**config.mk**
```make
export PLATFORM = sky130hd
export DESIGN_NAME = uart_msg_tx_arb
export DESIGN_NICKNAME = d
export VERILOG_FILES = /design/src/rtl/uart_pkg.sv /design/src/rtl/rr_arbiter.sv /design/src/rtl/uart_msg_tx_arb.sv
export SDC_FILE = /design/constraint.sdc
export NUM_CORES = 1
export LEC_CHECK = 0
export CORE_ASPECT_RATIO = 1.1
export CORE_MARGIN = 2
export CORE_UTILIZATION = 50
export DETAILED_ROUTE_END_ITERATION = 12
export PLACE_DENSITY = 0.88
export SETUP_SLACK_MARGIN = 0.2
export SLEW_MARGIN = 20
export SYNTH_ARGS = -nofsm -noshare
export SYNTH_HDL_FRONTEND = slang
export SYNTH_SLANG_ARGS = --single-unit
```
**constraint.sdc**
```tcl
create_clock -name CLK -period 6 [get_ports CLK]
set_clock_uncertainty 0.15 [all_clocks]
set_input_delay 1.2 -clock CLK [delete_from_list [all_inputs] [get_ports CLK]]
set_output_delay 1.2 -clock CLK [all_outputs]
set_load 0.05 [all_outputs]
```
**src/rtl/uart_pkg.sv**
```systemverilog
// rtl/uart_pkg.sv - shared UART message constants, state encoding and checksum helper
package uart_pkg;

    localparam int BYTE_SIZE_DEFAULT = 8;

    // Encoding is shared with the RX message decoder; keep values stable.
    typedef logic [2:0] msg_state_t;

    localparam msg_state_t ST_IDLE = 3'd0;
    localparam msg_state_t ST_OPT  = 3'd1;
    localparam msg_state_t ST_LEN  = 3'd2;
    localparam msg_state_t ST_DATA = 3'd3;
    localparam msg_state_t ST_DONE = 3'd4;
    localparam msg_state_t ST_CSUM = 3'd5;

    function automatic logic [BYTE_SIZE_DEFAULT-1:0] csum_xor(
        input logic [BYTE_SIZE_DEFAULT-1:0] acc,
        input logic [BYTE_SIZE_DEFAULT-1:0] data
    );
        return acc ^ data;
    endfunction

endpackage

```
**src/rtl/rr_arbiter.sv**
```systemverilog
// rtl/rr_arbiter.sv - combinational round-robin pick starting after last_idx
module rr_arbiter #(
    parameter int NUM_REQ  = 4,
    parameter int IDX_SIZE = $clog2(NUM_REQ)
) (
    input  logic [NUM_REQ-1:0]  req,
    input  logic [IDX_SIZE-1:0] last_idx,
    output logic [NUM_REQ-1:0]  gnt,
    output logic [IDX_SIZE-1:0] idx
);

    logic                found;
    logic [IDX_SIZE-1:0] cand;

    // Scan last_idx+1 .. last_idx+NUM_REQ so the previous winner is checked last.
    always_comb begin
        gnt   = '0;
        idx   = '0;
        found = 1'b0;
        cand  = '0;
        for (int i = 1; i <= NUM_REQ; i++) begin
            cand = IDX_SIZE'((int'(last_idx) + i) % NUM_REQ);
            if (!found && req[cand]) begin
                found     = 1'b1;
                gnt[cand] = 1'b1;
                idx       = cand;
            end
        end
    end

endmodule

```
**src/rtl/uart_msg_tx_arb.sv**
```systemverilog
// rtl/uart_msg_tx_arb.sv - round-robin opt/len/payload framer onto one UART TX byte stream
// Optional trailing XOR checksum byte: UART_MSG_TX_ARB_CHECKSUM_EN
module uart_msg_tx_arb
    import uart_pkg::*;
#(
    parameter int BYTE_SIZE = BYTE_SIZE_DEFAULT,
    parameter int NUM_REQ   = 4,
    parameter int IDX_SIZE  = $clog2(NUM_REQ)
) (
    input  logic                           CLK,
    input  logic                           RST,
    input  logic [NUM_REQ-1:0]             req,
    input  logic [NUM_REQ*BYTE_SIZE-1:0]   req_opt,
    input  logic [NUM_REQ*BYTE_SIZE-1:0]   req_len,
    input  logic [NUM_REQ*BYTE_SIZE-1:0]   req_data,
    output logic [NUM_REQ-1:0]             o_gnt,
    output logic [NUM_REQ-1:0]             o_pop,
    output logic [NUM_REQ-1:0]             o_done,
    output logic [BYTE_SIZE-1:0]           tx_byte,
    output logic                           tx_valid,
    input  logic                           tx_ready,
    output logic                           o_busy
);

    msg_state_t          state;
    logic [NUM_REQ-1:0]  gnt_q;
    logic [NUM_REQ-1:0]  arb_gnt;
    logic [IDX_SIZE-1:0] gnt_idx;
    logic [IDX_SIZE-1:0] last_idx;
    logic [IDX_SIZE-1:0] arb_idx;
    logic [BYTE_SIZE-1:0] opt_q;
    logic [BYTE_SIZE-1:0] len_q;
    logic [BYTE_SIZE-1:0] cnt;
    logic [BYTE_SIZE-1:0] cur_data;
`ifdef UART_MSG_TX_ARB_CHECKSUM_EN
    logic [BYTE_SIZE-1:0] acc;
    localparam msg_state_t ST_TAIL = ST_CSUM;
`else
    localparam msg_state_t ST_TAIL = ST_DONE;
`endif

    rr_arbiter #(
        .NUM_REQ  (NUM_REQ),
        .IDX_SIZE (IDX_SIZE)
    ) u_rr_arbiter (
        .req      (req),
        .last_idx (last_idx),
        .gnt      (arb_gnt),
        .idx      (arb_idx)
    );

    assign cur_data = req_data[gnt_idx*BYTE_SIZE +: BYTE_SIZE];
    assign o_busy   = (state != ST_IDLE);
    assign o_gnt    = gnt_q;
    assign o_pop    = (state == ST_DATA && tx_ready) ? gnt_q : '0;
    assign o_done   = (state == ST_DONE) ? gnt_q : '0;

    always_comb begin
        tx_valid = 1'b1;
        tx_byte  = '0;
        case (state)
            ST_OPT:  tx_byte = opt_q;
            ST_LEN:  tx_byte = len_q;
            ST_DATA: tx_byte = cur_data;
`ifdef UART_MSG_TX_ARB_CHECKSUM_EN
            ST_CSUM: tx_byte = acc;
`endif
            default: tx_valid = 1'b0;
        endcase
    end

    always_ff @(posedge CLK) begin
        if (RST) begin
            state    <= ST_IDLE;
            gnt_q    <= '0;
            gnt_idx  <= '0;
            last_idx <= IDX_SIZE'(NUM_REQ - 1);
            opt_q    <= '0;
            len_q    <= '0;
            cnt      <= '0;
`ifdef UART_MSG_TX_ARB_CHECKSUM_EN
            acc      <= '0;
`endif
        end else begin
            case (state)
                ST_IDLE: begin
                    if (|req) begin
                        gnt_q   <= arb_gnt;
                        gnt_idx <= arb_idx;
                        opt_q   <= req_opt[arb_idx*BYTE_SIZE +: BYTE_SIZE];
                        len_q   <= req_len[arb_idx*BYTE_SIZE +: BYTE_SIZE];
`ifdef UART_MSG_TX_ARB_CHECKSUM_EN
                        acc     <= '0;
`endif
                        state   <= ST_OPT;
                    end
                end
                ST_OPT: begin
                    if (tx_ready) begin
`ifdef UART_MSG_TX_ARB_CHECKSUM_EN
                        acc   <= csum_xor(acc, opt_q);
`endif
                        state <= ST_LEN;
                    end
                end
                ST_LEN: begin
                    if (tx_ready) begin
`ifdef UART_MSG_TX_ARB_CHECKSUM_EN
                        acc   <= csum_xor(acc, len_q);
`endif
                        cnt   <= '0;
                        state <= (len_q == '0) ? ST_TAIL : ST_DATA;
                    end
                end
                ST_DATA: begin
                    if (tx_ready) begin
`ifdef UART_MSG_TX_ARB_CHECKSUM_EN
                        acc <= csum_xor(acc, cur_data);
`endif
                        cnt <= cnt + 1'b1;
                        if (cnt == len_q - 1'b1)
                            state <= ST_TAIL;
                    end
                end
`ifdef UART_MSG_TX_ARB_CHECKSUM_EN
                ST_CSUM: begin
                    if (tx_ready)
                        state <= ST_DONE;
                end
`endif
                ST_DONE: begin
                    last_idx <= gnt_idx;
                    gnt_q    <= '0;
                    state    <= ST_IDLE;
                end
                default: state <= ST_IDLE;
            endcase
        end
    end

endmodule

```
## After elaboration in Yosys (flattened, before gate mapping)

Index checks and enable logic that the tools add are counted.

| word-level totals | value |
|---|---|
| register bits after elaboration | 35 |
| bits in latches | 0 |
| bits in writable memories | 0 |
| memory bits (read-only) | 0 |
| bits of input ports | 103 |
| output and inout bits | 22 |
| logic and storage cells | 102 |
| memories kept | 0 |

| operators by class | value |
|---|---|
| add/sub/neg operators | 6 |
| multipliers | 0 |
| div/mod/pow operators | 0 |
| $lt $le $gt $ge | 8 |
| eq/ne operators | 10 |
| shift-type cells | 3 |
| multiplexer cells | 43 |
| bitwise logic cells | 3 |
| reductions and logical operators | 22 |

Operators with widths:

| kind | count |
|---|---|
| indexed part select 32 x 6 -> 8 bit | 3 |
| 2-to-1 mux 4 bit | 7 |
| one-hot mux 8 bit (3 select lines) | 1 |
| 2-to-1 mux 3 bit | 6 |
| 2-to-1 mux 8 bit | 2 |
| one-hot mux 8 bit (2 select lines) | 1 |
| < comparator 2 x 3 -> 1 bit (second input constant) | 4 |
| 2-to-1 mux 1 bit | 12 |
| bitwise OR 4 bit | 3 |
| one-hot mux 3 bit (4 select lines) | 1 |
| adder 8 x 1 -> 8 bit (second input constant) | 1 |
| binary-select mux 1 bit (select 2 bit) | 4 |
| demux 1 bit (select 2 bit) | 4 |
| == test 8 bit | 1 |
| greater-or-equal comparator 2 x 1 -> 1 bit (second input constant) | 4 |
| logical AND 1 bit | 8 |
| zero test 8 bit | 1 |
| 2-to-1 mux 2 bit | 4 |
| inequality test 2 bit (second input constant) | 4 |
| one-hot mux 4 bit (2 select lines) | 1 |
| subtractor 8 x 1 -> 8 bit (second input constant) | 1 |
| == test 3 x 2 -> 1 bit (second input constant) | 2 |
| AND reduction 5 bit | 1 |
| adder 2 x 1 -> 2 bit (second input constant) | 2 |
| other kinds (12) | 17 |

## Longest topological paths before layout

Gate-level depths: netlist (run 1).

| depth | value |
|---|---|
| depth after elaboration | 15 |
| mapped depth | 13 |

## Modules after synthesis

From an unflattened synthesis (run 1), not the netlist that was laid out.

| unflattened totals | value |
|---|---|
| cells, all modules | 362 |
| area, all modules | 3047.9 um^2 |

By module, submodules not included:

| module | instances | cells each | area each (um^2) | sequential area each (um^2) |
|---|---|---|---|---|
| uart_msg_tx_arb | 1 | 303 | 2557.5 | 700.7 |
| rr_arbiter | 1 | 59 | 490.5 | 0.0 |

## Least setup slack after synthesis (run 1)

No wires, ideal clock.

| path | value |
|---|---|
| path kind | in2out |
| from | input req_data[27] |
| to | output tx_byte[3] |
| arrival | 2.288 ns |
| data required time | 4.650 ns |
| path slack | 2.362 ns |
| stages on the path | 4 |
| path buffers | 0 |
| cell sequence | mux4_2 -> mux2_2 -> a22oi_1 -> nor2_1 |

| between the ends | value |
|---|---|
| word-level cells in the longest chain between the ends | 2 |

RTL lines:

| element | RTL line | text |
|---|---|---|
| from (decl) | uart_msg_tx_arb.sv:15 | `input logic [NUM_REQ*BYTE_SIZE-1:0] req_data,` |
| indexed part select 32 x 6 -> 8 bit | uart_msg_tx_arb.sv:52 | `assign cur_data = req_data[gnt_idx*BYTE_SIZE +: BYTE_SIZE];` |
| one-hot mux 8 bit (3 select lines) | uart_msg_tx_arb.sv:61 | `case (state)` |
| to (decl) | uart_msg_tx_arb.sv:19 | `output logic [BYTE_SIZE-1:0] tx_byte,` |

No other way between the ends.

## Worst setup path in the final report (run 1)

| path | value |
|---|---|
| from | input req_data[26] |
| to | output tx_byte[2] |

Same word-level chain as after synthesis.

==> results of run 1 <==
==> power breakdown <==
part | internal (W) | total, W | switching, W
combinational | 0.000382 | 0.000876 | 0.000494
clock | 0.000134 | 0.000225 | 0.0000902
sequential | 0.000294 | 0.000401 | 0.000107
total | 0.000810 | 0.00150 | 0.000691
==> cells by family after synthesis <==
family	count (synthesis)
AO/OA/AOI/OAI	153
flip-flops	35
multiplexers	25
adder cells (fa/ha/maj)	10
XOR/XNOR	9
buffers and inverters	52
AND/OR/NAND/NOR	161
==> routing by layer <==
| layer | share of wire, % | up-vias |
|---|---|---|
| met1 | 40 | 1952 |
| met5 | 0 | - |
| met2 | 50 | 210 |
| met3 | 6.3 | 40 |
| met4 | 3.6 | 0 |
| li1 | - | 1875 |
==> area by class of cell <==
type / count / area (um2)
clock buffers: 6 / 82.6
inverters: 11 / 41.3
fillers: 532 / 1860
multi-input cells: 358 / 2520
clock inverters: 2 / 35.0
repair buffers: 130 / 1290
flip-flops and latches: 35 / 701
well taps: 82 / 103
==> stage by stage <==
stage	util [%]	std cells	setup WS, ns	total power (W)
global route	71.9	624	1.23	0.00159
global placement	70.1	616	1.35	0.00124
floorplan	-	445	2.36	0.00100
CTS	71.9	624	1.29	0.00149
finish	71.9	624	1.29	0.00150
detailed placement	70.1	616	1.30	0.00126
==> cells in the mapped netlist, types with 5 or more instances <==
cell type  instances  share of area (%)
dfxtp_1           35                 20
nor2_1            35                3.8
clkbuf_1          29                3.1
a21oi_1           27                3.9
nand3_1           27                3.9
o21ai_0           26                3.8
a22oi_1           19                4.1
a211o_1           18                4.6
a211oi_1          18                3.9
and2_1            17                3.1
nand2_1           17                1.8
nor3_1            15                2.2
o22ai_1           15                2.7
and3_1            12                2.2
mux4_2            11                7.2
ha_1              10                3.6
inv_1             10                1.1
nor3_2            10                2.9
mux2_2             9                2.9
buf_2              6               0.87
mux2i_1            5                1.4
nor2b_1            5               0.90
o21ai_1            5               0.72
xnor2_1            5                1.3
==> path summary, 6_finish.rpt <==
path | to | slack (ns) | cells past startpoint | from
setup reg to reg | len_q[5] | 1.64 | 8 | last_idx[0]
setup / recovery | tx_byte[2] | 1.29 | 6 | req_data[26]
hold / removal | opt_q[0] | 0.33 | 1 | opt_q[0]
hold reg to reg | opt_q[0] | 0.33 | 1 | opt_q[0]
==> cells in the final DEF (no fill, tap or decap), types with 4 or more instances in the layout <==
cell type | synthesis | final
clkdlybuf4s50_1 | 0 | 124
dfxtp_1 | 35 | 35
nor2_1 | 35 | 34
a21oi_1 | 27 | 27
nand3_1 | 27 | 27
o21ai_0 | 26 | 26
a22oi_1 | 19 | 19
a211o_1 | 18 | 18
a211oi_1 | 18 | 18
and2_1 | 17 | 17
nand2_1 | 17 | 17
nor3_1 | 15 | 15
o22ai_1 | 15 | 15
and3_1 | 12 | 12
mux4_2 | 11 | 11
inv_1 | 10 | 10
nor3_2 | 10 | 10
ha_1 | 10 | 10
mux2_2 | 9 | 9
clkbuf_8 | 0 | 6
buf_4 | 0 | 6
nor2b_1 | 5 | 5
mux2i_1 | 5 | 5
o21ai_1 | 5 | 5
xnor2_1 | 5 | 5
or3_1 | 4 | 4
a21o_1 | 4 | 4
xor2_1 | 4 | 4
a22o_1 | 4 | 4
==> critical path, delay by kind of cell <==
kind	cells	cell delay, ns
buffers and inverters	2	1.15
multiplexers	2	0.76
AO/OA/AOI/OAI	1	0.16
AND/OR/NAND/NOR	1	0.09
==> registers in the layout, summed over array words and instances, names as in the netlist <==
signal    cells
state         3
last_idx      2
opt_q         8
cnt           8
o_gnt         4
gnt_idx       2
len_q         8
==> metrics.yaml, run 1 <==
floorplan:
  io_pins: 125
  start_util_pct: 52.1
  rows: 31
  coreArea_um2: 6630
  die_x_um: 83.3
  fp.dieArea_um2: 7600
  chipHeight_um: 91.2
synth:
  synth_top_family_by_area: "compound AO/OA/AOI/OAI gates"
  yosysUniqueCellTypes: 56
  yosys_warnings: 0
  async_flop_share_pct: 0
  yosys_most_used_dff: "dfxtp_1"
  syn_inst: 445
  avgSynthCellArea_um2: 7.77
  seq_area_frac_synth_pct: 20.3
  synth_xor_xnor_area_share_pct: 2.28
  syn_area_um2: 3460
  synth-compound-area-share_pct: 29.8
  synth-edff-count: 0
  synth_fa_ha_area_share_pct: 3.62
  synth_mux_area_share_pct: 11.5
  synthSimpleGateAreaFrac_pct: 25.7
  syn_nets: 558
  synth_seq_cells: 35
global_routing:
  grt.met3_usage_pct: 4.64
  grt_start_max_net_pins: 40
  grt_util_met2_pct: 53.5
  grt_usage_pct: 30.3
  grt-busiest-layer: "met2"
  grt_remaining_overflow: 0
  grt_pass1_vias: 3904
  grt_antenna_before_repair: 0
  grt_first_pass_wirelength_mm: 18.8
  use_met1_pct: 36.4
timing:
  worstMarginPinSlew_ns: 1.11
  fin_tns_setup_ns: 0
  fmax_mhz: 212
  setup_viol: 0
  min_period_ns: 4.71
  hold_viol_final: 0
  rsz0062_at_grt: "false"
  slew_violations: 0
  slew_headroom_pct: 26.0
  hold_slack_ns: 0.325
  fin_crit_sh_pct: 78.4
flow_run:
  drv_cap: 0
drt:
  vias_per_cell: 6.53
  vias: 4077
  dr.pass1.iters: 5
  wl_per_cell_um: 19.2
  drc: 0
  drt_iter0_drc: 353
  postRouteAntennaNets: 0
  totalWireLength_mm: 12.0
clocking:
  cts_tree: "yes"
  hold_buffers: 0
  clock-sinks: 35
  cts_setup_buffers: 0
  cts_buffers: 5
  clk_pin_slew_ns: 0.07
  cts_htree_levels: 2
  cts.repair.resized: 0
  clock_path_buffers: 2
  clkLatencyLatePin_ns: 0.30
  cts_root_buf: "clkbuf_8"
min_path:
  min_path_type: "reg -> reg"
setup_path:
  critical_path.max_stage_delay_ns: 0.75
  worstPathRequired_ns: 4.65
  cp-start-kind: "input port"
  crit_path_max_fanout: 1
  crit_chain: "clkdlybuf4s50_1 > mux4_2 > mux2_2 > a22oi_1 > nor2_1 > clkdlybuf4s50_1"
  crit_top_cell: "clkdlybuf4s50_1"
  cp-end-kind: "output port"
  arrival_ns: 3.36
  crit_slowest_cell: "clkdlybuf4s50_1"
  path_class: "in -> out"
placed_design:
  hpwl_mm: 8.73
  place.gp.congestion: 0.925
  place_area_um2: 4650
  portBuffers: 124
cells_and_area:
  drive_above_1_share_pct: 9.59
  antennaDiodeCount: 0
  area_growth_pct: 38.0
  postLayoutCellArea_um2: 4770
  final_net_count: 654
pwr:
  peakVddDrop_v: 0.000236
  power_density_nw_per_um2: 315
  p_leak_nw: 1.86
outcome:
  status: "finished clean"
No activity file was read; power rests on OpenSTA's default activity.
==> run 2, diff against run 1 <==
--- a/config.mk
+++ b/config.mk
@@ -7,9 +7,9 @@
 export LEC_CHECK = 0
 export CORE_ASPECT_RATIO = 1.1
 export CORE_MARGIN = 2
-export CORE_UTILIZATION = 50
+export CORE_UTILIZATION = 42
 export DETAILED_ROUTE_END_ITERATION = 12
-export PLACE_DENSITY = 0.88
+export PLACE_DENSITY = 0.79
 export SETUP_SLACK_MARGIN = 0.2
 export SLEW_MARGIN = 20
 export SYNTH_ARGS = -nofsm -noshare
==> constraint.sdc (replaced) <==
create_clock -name CLK -period 4.25 [get_ports CLK]
set_clock_uncertainty 0.15 [all_clocks]
set_input_delay 0.85 -clock CLK [delete_from_list [all_inputs] [get_ports CLK]]
set_output_delay 0.85 -clock CLK [all_outputs]
set_load 0.05 [all_outputs]
==> metrics.yaml, run 2 (synthesized netlist as in run 1, its figures left out) <==
setup_path:
  cp-end-kind: "output port"
  path_buf_inv: 2  # unchanged
  crit_slowest_cell: "clkdlybuf4s50_1"
  path_class: "in -> out"
  arrival_ns: 2.96  # -0.40 ns
  worstPathRequired_ns: 3.25  # -1.40 ns
  cp-start-kind: "input port"
  worstSetupStartpoint: "req_data[19]"
  crit_path_max_fanout: 1  # unchanged
  critical_path.max_stage_delay_ns: 0.73  # -0.02 ns
  crit_family: "buffers and inverters"
  crit_chain: "clkdlybuf4s50_1 > mux4_2 > mux2_2 > a22oi_1 > nor2_1 > clkdlybuf4s50_1"
  reg2reg_from: "last_idx[1]"
  crit_top_cell: "clkdlybuf4s50_1"
timing:
  worstMarginPinSlew_ns: 1.08  # -0.0310 ns
  setup_viol: 0  # unchanged
  fin_crit_sh_pct: 93.1
  min_period_ns: 3.96
  hold_viol_final: 0  # unchanged
  fin_tns_setup_ns: 0  # unchanged
  fin_ws_ns: 0.295  # -0.999 ns
  slew_headroom_pct: 28.0  # +2.1 points
  slew_violations: 0  # unchanged
  rsz0062_at_grt: "false"
  fmax_mhz: 253
cells_and_area:
  layout_commonest_cell: "clkdlybuf4s50_1"
  antennaDiodeCount: 0  # unchanged
  layout_common_cells: "clkdlybuf4s50_1 (124), nor2_1 (35), dfxtp_1 (35), a21oi_1 (27), nand3_1 (27)"
  final_net_count: 657  # +0.46%
  largest_registers: "cnt: 8 flops, len_q: 8 flops, opt_q: 8 flops"
  area_growth_pct: 40.0
  drive_above_1_share_pct: 9.72  # +0.13 points
drt:
  drc: 0  # unchanged
  vias: 3934  # -3.5%
  drt_iter0_drc: 231  # -35%
  wl_per_cell_um: 17.4  # -9.5%
  vias_per_cell: 6.02  # -7.8%
  totalWireLength_mm: 11.3  # -5.2%
  dr.pass1.iters: 8  # +3
  postRouteAntennaNets: 0  # unchanged
flow_run:
  drv_cap: 0  # unchanged
clocking:
  clkLatencyLatePin_ns: 0.29  # about the same
  cts_root_buf: "clkbuf_8"
  clock-sinks: 35  # unchanged
  clk_pin_slew_ns: 0.07  # about the same
  cts.repair.resized: 0  # unchanged
  hold_buffers: 0  # unchanged
  cts_buffers: 5  # unchanged
  clock_path_buffers: 2  # unchanged
  cts_tree: "yes"
  cts_setup_buffers: 0  # unchanged
  cts_htree_levels: 2  # unchanged
global_routing:
  grt_remaining_overflow: 0  # unchanged
  grt_pass1_vias: 3803  # -2.6%
  grt_first_pass_wirelength_mm: 18.8  # +0.29%
  grt_usage_pct: 25.4  # -4.9 points
  grt_start_max_net_pins: 39  # -2.5%
  grt_antenna_before_repair: 0  # unchanged
floorplan:
  start_util_pct: 43.5  # -8.7 points
  io_pins: 125  # unchanged
  die_x_um: 90.5  # +8.7%
  chipHeight_um: 99.2  # +8.7%
  coreArea_um2: 7960  # +20%
  fp.dieArea_um2: 8970  # +18%
  rows: 34  # +9.7%
placed_design:
  hpwl_mm: 8.69  # -0.49%
  pre_cts_ws_ns: 0.291  # -1.01 ns
  place.gp.congestion: 0.929  # +0.50%
  portBuffers: 124  # unchanged
min_path:
  hold_start: "o_gnt[0]"
  min_path_type: "reg -> reg"
pwr:
  peakVddDrop_v: 0.000218  # -7.6%
  power_density_nw_per_um2: 446  # +42%
  p_leak_nw: 1.87  # +1.1%
outcome:
  status: "finished clean"
==> run 2: cell count changes in the layout (fill, tap and decap cells not counted), sizes merged <==
cell / before / now
clkinv: 2 / 1
buf: 6 / 9
bufinv: 1 / 2
==> run 2: worst min-delay path, stage by stage, from the launching register on <==
cell and delay, ns:
dfxtp_1 0.33, nand3_1 0.07, a21oi_1 0.05
==> run 2: metal layers <==
metal  share of wire, %  track usage (%)
met3                5.7             3.79
met1                 42             32.6
met5                  0                0
met2                 50             43.5
met4                2.6             8.99
==> run 2: final timing paths <==
path	endpoint	slack (ns)	cells past startpoint
worst min register to register	o_gnt[0]	0.35	2
worst max register to register	opt_q[0]	0.55	7
worst min-delay path	o_gnt[0]	0.35	2
worst max-delay path	tx_byte[3]	0.29	6
==> run 2: area by class of cell <==
class                           instances  area, um2
Fill cell                             723       3120
Multi-Input combinational cell        358       2520
Timing Repair Buffer                  133       1310
Inverter                               11       41.3
Clock buffer                            6       72.6
Tap cell                              108        135
Sequential cell                        35        701
Clock inverter                          2       60.1
==> run 2: through the flow <==
stage	hold slack [ns]	total power [W]	util, %	instances	area [um2]
after floorplan	0.286	0.00141	-	445	3460
after global placement	0.319	0.00175	59.2	645	4710
after detailed placement	0.325	0.00179	59.2	645	4710
after CTS	0.348	0.00215	60.8	653	4840
after global routing	0.379	0.00230	60.8	653	4840
final	0.347	0.00216	60.8	653	4840
==> run 2: power breakdown <==
| group | switching [W] | internal, W |
|---|---|---|
| Sequential | 0.000163 | 0.000415 |
| Combinational | 0.000675 | 0.000547 |
| Clock | 0.000123 | 0.000235 |
| Total | 0.000962 | 0.00120 |
==> run 3, diff against run 2 <==
--- a/config.mk
+++ b/config.mk
@@ -5,6 +5,7 @@
 export SDC_FILE = /design/constraint.sdc
 export NUM_CORES = 1
 export LEC_CHECK = 0
+export CAP_MARGIN = 5
 export CORE_ASPECT_RATIO = 1.1
 export CORE_MARGIN = 2
 export CORE_UTILIZATION = 42
==> results of run 3 <==
Same layout as run 2: the final DEF is identical, and so are final timing and power.
